### src/rtl/pipe_flow_ctrl.sv
// Parametrised pipeline flow controller: per-stage valid bits, stall/flush driven
// load enables, and saturating retire/bubble/flush performance counters.
module pipe_flow_ctrl #(
    parameter int unsigned NSTAGE = 5,
    parameter int unsigned CNT_W  = 32
) (
    input  logic              clk_i,
    input  logic              rst_i,
    input  logic              in_valid_i,
    input  logic [NSTAGE-1:0] stall_req_i,
    input  logic [NSTAGE-1:0] flush_req_i,
    input  logic              clr_cnt_i,
    output logic [NSTAGE-1:0] ena_o,
    output logic [NSTAGE-1:0] valid_o,
    output logic              retire_o,
    output logic              redirect_o,
    output logic [CNT_W-1:0]  retire_cnt_o,
    output logic [CNT_W-1:0]  bubble_cnt_o,
    output logic [CNT_W-1:0]  flush_cnt_o
);

    logic [NSTAGE-1:0] valid_q, valid_d;
    logic [NSTAGE:0]   blk;
    logic [NSTAGE:0]   kin;
    logic [NSTAGE-1:0] khd;
    logic [NSTAGE-1:0] f;
    logic [CNT_W-1:0]  retire_cnt_q, retire_cnt_d;
    logic [CNT_W-1:0]  bubble_cnt_q, bubble_cnt_d;
    logic [CNT_W-1:0]  flush_cnt_q, flush_cnt_d;

    // Block and kill chains both ripple from the oldest stage towards IF.
    always_comb begin
        blk = '0;
        kin = '0;
        khd = '0;
        f   = flush_req_i & valid_q;
        for (int unsigned k = 0; k < NSTAGE; k++) begin
            blk[NSTAGE-1-k] = valid_q[NSTAGE-1-k] & (stall_req_i[NSTAGE-1-k] | blk[NSTAGE-k]);
            khd[NSTAGE-1-k] = kin[NSTAGE-k];
            kin[NSTAGE-1-k] = f[NSTAGE-1-k] | kin[NSTAGE-k];
        end
    end

    always_comb begin
        valid_d = '0;
        if (blk[0]) valid_d[0] = valid_q[0] & ~khd[0];
        else        valid_d[0] = in_valid_i & ~kin[0];
        for (int unsigned i = 1; i < NSTAGE; i++) begin
            if (blk[i]) valid_d[i] = valid_q[i] & ~khd[i];
            else        valid_d[i] = valid_q[i-1] & ~blk[i-1] & ~kin[i];
        end
    end

    assign ena_o      = ~blk[NSTAGE-1:0];
    assign valid_o    = valid_q;
    assign retire_o   = valid_q[NSTAGE-1] & ~stall_req_i[NSTAGE-1];
    assign redirect_o = |f;

    always_comb begin
        retire_cnt_d = retire_cnt_q;
        bubble_cnt_d = bubble_cnt_q;
        flush_cnt_d  = flush_cnt_q;
        if (clr_cnt_i) begin
            retire_cnt_d = '0;
            bubble_cnt_d = '0;
            flush_cnt_d  = '0;
        end else begin
            if (retire_o && retire_cnt_q != '1)   retire_cnt_d = retire_cnt_q + CNT_W'(1);
            if (!retire_o && bubble_cnt_q != '1)  bubble_cnt_d = bubble_cnt_q + CNT_W'(1);
            if (redirect_o && flush_cnt_q != '1)  flush_cnt_d  = flush_cnt_q + CNT_W'(1);
        end
    end

    always_ff @(posedge clk_i or negedge rst_i) begin
        if (!rst_i) begin
            valid_q      <= '0;
            retire_cnt_q <= '0;
            bubble_cnt_q <= '0;
            flush_cnt_q  <= '0;
        end else begin
            valid_q      <= valid_d;
            retire_cnt_q <= retire_cnt_d;
            bubble_cnt_q <= bubble_cnt_d;
            flush_cnt_q  <= flush_cnt_d;
        end
    end

    assign retire_cnt_o = retire_cnt_q;
    assign bubble_cnt_o = bubble_cnt_q;
    assign flush_cnt_o  = flush_cnt_q;

endmodule
### config.mk
export PLATFORM = sky130hd
export DESIGN_NAME = pipe_flow_ctrl
export DESIGN_NICKNAME = d
export VERILOG_FILES = /design/src/rtl/pipe_flow_ctrl.sv
export SDC_FILE = /design/constraint.sdc
export NUM_CORES = 1
export LEC_CHECK = 0
export CAP_MARGIN = 20
export CORE_MARGIN = 1
export CORE_UTILIZATION = 30
export CTS_CLUSTER_DIAMETER = 150
export DETAILED_ROUTE_END_ITERATION = 8
export GPL_TIMING_DRIVEN = 1
export PLACE_DENSITY = 0.54
export SKIP_CTS_REPAIR_TIMING = 1
export SLEW_MARGIN = 25
export SYNTH_ARGS = -nofsm -noshare
export SYNTH_HDL_FRONTEND = slang
export SYNTH_SLANG_ARGS = --single-unit
### constraint.sdc
create_clock -name clk_i -period 2.5 [get_ports clk_i]
set_input_delay 0.375 -clock clk_i [delete_from_list [all_inputs] [get_ports clk_i]]
set_output_delay 0.375 -clock clk_i [all_outputs]
set_load 0.005 [all_outputs]
; After elaboration in Yosys (flattened, before gate mapping)
; Index checks and enable logic that the tools add are counted.
[op_classes]
n_eq_ne = 3
n_bitwise = 39
n_mux = 10
n_addsub = 3
reduce_logical = 8
[op_table]
columns = op, count
row1 = two-way mux 32 bit, 6
row2 = adder 32 x 1 -> 32 bit (second input constant), 3
row3 = inequality test 32 bit (second input constant), 3
row4 = bitwise AND 1 bit, 19
row5 = NOT 1 bit, 10
row6 = bitwise OR 1 bit, 8
row7 = nonzero test 2 bit, 3
row8 = bitwise AND 5 bit, 1
row9 = NOT 5 bit, 1
row10 = OR reduction 5 bit, 1
row11 = two-way mux 1 bit, 4
row12 = logical AND 1 bit, 3
row13 = zero test 1 bit, 1
[totals]
output_inout_bits = 108
elab_cells = 68
regBits = 101
inputBits = 14

; Longest topological paths before layout
; Gate-level depths: netlist (run 1).
[logic_depth]
depth_word = 13
mapped_depth = 8

; Worst setup path before layout (run 1)
; Ideal clock, no wire load.
[synth_timing]
path_type = register to register
startpoint = register retire_cnt_q[0], in the netlist retire_cnt_o[0]
endpoint = register retire_cnt_q[30], in the netlist retire_cnt_o[30]
synth_period_minus_slack_ns = 2.279
t_required_ns = 2.372
path_buffers = 2
setup_ns = 0.128
path_stages_with_launch = 9
arrival_time_ns = 2.152
path_slack_ns = 0.221
cell_sequence = dfrtp_1 > ha_1 > nand2_1 > or4_4 > buf_6 > a211o_1 > buf_6 > nor2_1 > mux2_1
[synth_via]
elab_chain_len = 3
word_cells_on_any_way = 6
classes_between = 1 x add/sub / 1 x eq/ne / 2 x mux / 2 x reduce/logical
[synth_lines]
columns = element, line_no
row1 = "start, declared", 27  ; logic [CNT_W-1:0] retire_cnt_q, retire_cnt_d;
row2 = "start signal, assigned", 82  ; retire_cnt_q <= retire_cnt_d;
row3 = adder 32 x 1 -> 32 bit or inequality test 32 bit (tied branches), 68  ; if (retire_o && retire_cnt_q != '1) retire_cnt_d = retire_cnt_q + CNT_W'(1);
row4 = two-way mux 32 bit or logical AND 1 bit (tied branches), 68
row5 = two-way mux 32 bit or nonzero test 2 bit (tied branches), n/a
; Several ways; a longest one is shown, not always the timed one. The select of a mux whose other input is x is not followed.
; A chain may end at the register's enable or synchronous reset.

; Final worst setup path (run 1)
[layout_timing]
startpoint = input port stall_req_i[3]
endpoint = output port ena_o[0]
[layout_via]
elab_chain_len = 9
[layout_lines]
columns = element, line_no
row1 = "start, declared", 10  ; input logic [NSTAGE-1:0] stall_req_i,
row2 = bitwise OR 1 bit, 38  ; blk[NSTAGE-1-k] = valid_q[NSTAGE-1-k] & (stall_req_i[NSTAGE-1-k] | blk[NSTAGE-k]);
row3 = bitwise AND 1 bit, 38
row4 = bitwise OR 1 bit, 38
row5 = bitwise AND 1 bit, 38
row6 = bitwise OR 1 bit, 38
row7 = bitwise AND 1 bit, 38
row8 = bitwise OR 1 bit, 38
row9 = bitwise AND 1 bit, 38
row10 = NOT 5 bit, 54  ; assign ena_o = ~blk[NSTAGE-1:0];
row11 = "end, declared", 13  ; output logic [NSTAGE-1:0] ena_o,
; No other way between the ends.

==> impl_metrics.env, run 1 <==
export IMPL_status="complete, but fails checks"
export IMPL_violations="DRC"
export IMPL_arrival_ps=2030
export IMPL_crit_path_max_fanout=3
export IMPL_first_global_vias=5380
export IMPL_chipHeight_um=139
export IMPL_global_route_usage_met3=0.0238
export IMPL_tritoncts="done"
export IMPL_synthesis_instances=626
export IMPL_power_density_nw_per_um2=542
export IMPL_die_w_um=139
export IMPL_post_route_min_period_ps=2400
export IMPL_finalMaxSlewViolations=0
export IMPL_global_route_peak_usage_layer="met2"
export IMPL_worstHoldPathType="in -> reg"
export IMPL_post_synth_fa_ha_maj_area_fraction=0.00667
export IMPL_groute_layer_met2_usage=0.301
export IMPL_cts_inserted_buffers=9
export IMPL_crit_path_end_kind="output port"
export IMPL_yosys_warnings=0
export IMPL_synth_cell_types=57
export IMPL_finalSetupViolCount=0
export IMPL_total_power_uw=4220
export IMPL_edff_count_synth=0
export IMPL_critical_hold_path_startpoint="stall_req_i[4]"
export IMPL_clk_root_buffer_cell="sky130_fd_sc_hd__clkbuf_16"
export IMPL_fp_row_count=49
export IMPL_synth_simple_gate_area_share=0.288
export IMPL_cp_endpoint="ena_o[0]"
export IMPL_number_of_nets_in_the_layout=809
export IMPL_grt_met1_usage=0.219
export IMPL_first_iter_violations=313
export IMPL_ff2ff_path_depth=5
export IMPL_postSynthNetCount=643
export IMPL_clock_latency_ps=360
export IMPL_post_synthesis_compound_gate_area_fraction=0.189
export IMPL_flow_area_growth_from_synthesis_pct=38.2
export IMPL_layout_drive_gt1_share=0.118
export IMPL_final_critical_path_setup_slack_ps=98.9
export IMPL_ys_ff_latch=101
export IMPL_r2r_slack_ps=220
export IMPL_fin_setup_tns_ps=0
export IMPL_placement_setup_worst_slack_ps=-137
export IMPL_power_static_leakage_uw=0.00287
export IMPL_place_port_buffers=121
export IMPL_grt_util_all_layers=0.174
export IMPL_synthDominantCellAreaShare=0.449
export IMPL_max_clock_path_buffers=2
export IMPL_seq_area_frac_synth=0.449
export IMPL_layout_fillers=1777
export IMPL_wire_per_inst_um=16.2
export IMPL_grt_first_pass_wirelength_um=27100
export IMPL_synth_area_top_cells="sky130_fd_sc_hd__dfrtp_1 45%, sky130_fd_sc_hd__a21oi_1 6.9%, sky130_fd_sc_hd__or3_1 5.9%, sky130_fd_sc_hd__o21ai_0 4.1%, sky130_fd_sc_hd__nand4_1 3.4%"
export IMPL_post_drt_via_cell_ratio=5.47
export IMPL_synth_async_reset_ratio=1.00
export IMPL_clock_sink_count=101
export IMPL_fin_crit_sh=0.960
export IMPL_max_slew_margin=0.588
export IMPL_tightestPinTransition_ps=617
export IMPL_timing_max_cap_violations=0
export IMPL_dr_total_vias=5612
export IMPL_synth_xor_area_share=0.0202
export IMPL_num_antenna_cells=0
export IMPL_r2r_start="bubble_cnt_o[11]"
export IMPL_first_pass_iters=7
export IMPL_timing_worst_setup_path_type="in -> out"
export IMPL_post_synth_cell_area_avg_um2=8.99
export IMPL_pin_count_of_the_biggest_net_entering_global_routing=47
export IMPL_clock_fmax_mhz=416
export IMPL_grt_overflow=0
export IMPL_floorplan_initialDensity=0.310
export IMPL_critical_path_required_ps=2120
export IMPL_synth_top_area_cell="sky130_fd_sc_hd__dfrtp_1"
export IMPL_clock_tree_htree_level_count=3
export IMPL_io_pin_count=122
export IMPL_route_final_wire_length_um=16600
export IMPL_coreArea_um2=18100
export IMPL_synth_area_um2=5630
export IMPL_worst_setup_path_startpoint="stall_req_i[3]"
export IMPL_worstSetupStartpointType="input port"
export IMPL_peak_ir_drop_on_the_vdd_network_uv=333
export IMPL_rsz_0062_raised_after_global_routing="false"
export IMPL_design_die_area_um2=19300
export IMPL_timing_rr_end="bubble_cnt_o[31]"
export IMPL_synthMuxAreaShare=0.0116
export IMPL_globalplace_congestion=0.806
export IMPL_detailedPlacementHpwl_um=11900
export IMPL_antenna_left=0
export IMPL_final_common_cell="sky130_fd_sc_hd__clkdlybuf4s50_1"
export IMPL_postSynth_topFlopCell="sky130_fd_sc_hd__dfrtp_1"
export IMPL_antenna_violations_before_repair=0
export IMPL_most_common_layout_cells="117 x sky130_fd_sc_hd__clkdlybuf4s50_1, 100 x sky130_fd_sc_hd__dfrtp_1, 77 x sky130_fd_sc_hd__a21oi_1, 53 x sky130_fd_sc_hd__or3_1, 53 x sky130_fd_sc_hd__buf_4"
export IMPL_clock_skew_final_ps=10.9
export IMPL_worst_setup_hold_path_clk_slew_ps=70
export IMPL_final_hold_viol_count=0
export IMPL_drcViolationCount=6
export IMPL_synth_top_family_by_area="simple AND/OR/NAND/NOR gates"
-- cell usage after synthesis (all sizes together), types with 3 or more instances --
master,count
nand3,34
nand4,32
and4,8
o21ai,54
nand2,45
and3,7
o21a,3
or2,4
buf,9
o211ai,4
nor2b,5
or4,26
clkbuf,13
dfrtp,101
ha,3
or3,53
inv,21
xnor2,5
xor2,8
nand3b,3
o31ai,26
and2,3
nor3,11
nor4,7
mux2,4
a21oi,78
nor2,35
-- critical path, cell delays in order --
cell and delay [ps]:
sky130_fd_sc_hd__clkdlybuf4s50_1 430, sky130_fd_sc_hd__a21oi_2 110, sky130_fd_sc_hd__nor2b_1 70, sky130_fd_sc_hd__o21a_1 180
sky130_fd_sc_hd__o21a_1 200, sky130_fd_sc_hd__o21ai_0 140, sky130_fd_sc_hd__clkdlybuf4s50_1 520
-- area by class of cell --
class,instances,area [um^2],area share
Inverter,21,78.8,0.0101
Multi-Input combinational cell,483,2930,0.377
Timing Repair Buffer,176,1650,0.212
Sequential cell,101,2530,0.325
Clock inverter,6,62.6,0.00805
Clock buffer,10,239,0.0307
Tap cell,229,287,0.0369
-- layer usage --
layer / share of wire / wire length [um] / up-vias
li1: - / - / 2717
met3: 0.032 / 530 / 17
met4: 0.017 / 280 / 0
met2: 0.50 / 8310 / 114
met5: 0 / 0 / -
met1: 0.45 / 7470 / 2764
-- stage by stage --
| step | hold WS, ps | area [um^2] | util | cells |
|---|---|---|---|---|
| detailed placement | 326 | 7400 | 0.408 | 1004 |
| finish | 358 | 7770 | 0.428 | 1026 |
| global route | 409 | 7770 | 0.428 | 1026 |
| floorplan | 79.4 | 5630 | - | 626 |
| global placement | 322 | 7400 | 0.408 | 1004 |
| CTS | -56.5 | 7700 | 0.424 | 1020 |
-- worst min path at each step --
stage                 endpoint  slack [ps]  cells past startpoint
6_report            valid_o[4]         360                      3
5_1_grt             valid_o[4]         410                      3
4_1_cts             valid_o[0]         -60                      1
3_5_place_dp        valid_o[0]         330                      1
3_3_place_gp        valid_o[0]         320                      1
2_1_floorplan  bubble_cnt_o[0]          80                      0
-- power by group --
part	total, uW	switching [uW]	internal, uW
sequential	1800	92.8	1710
combinational	965	488	476
clock	1450	651	803
-- state kept, by name (all words and copies together), names as in the netlist --
register	flops
bubble_cnt_o	32
flush_cnt_o	32
valid_o	5
retire_cnt_o	32
-- logic make-up (layout without fill, tap and decap cells) --
family / after synthesis / count (layout)
flops: 101 / 101
buf+inv: 43 / 213
fa+ha+maj: 3 / 3
compound gates: 181 / 182
mux: 6 / 6
xor+xnor: 13 / 13
simple gates: 279 / 279
Note: power is estimated with default switching activity, not from simulation.
==> run 2: changes to the inputs <==
CAP_MARGIN = 10   (was 20)
==> results of run 2 <==
The final DEF is identical to that of run 1; final timing and power are the same.
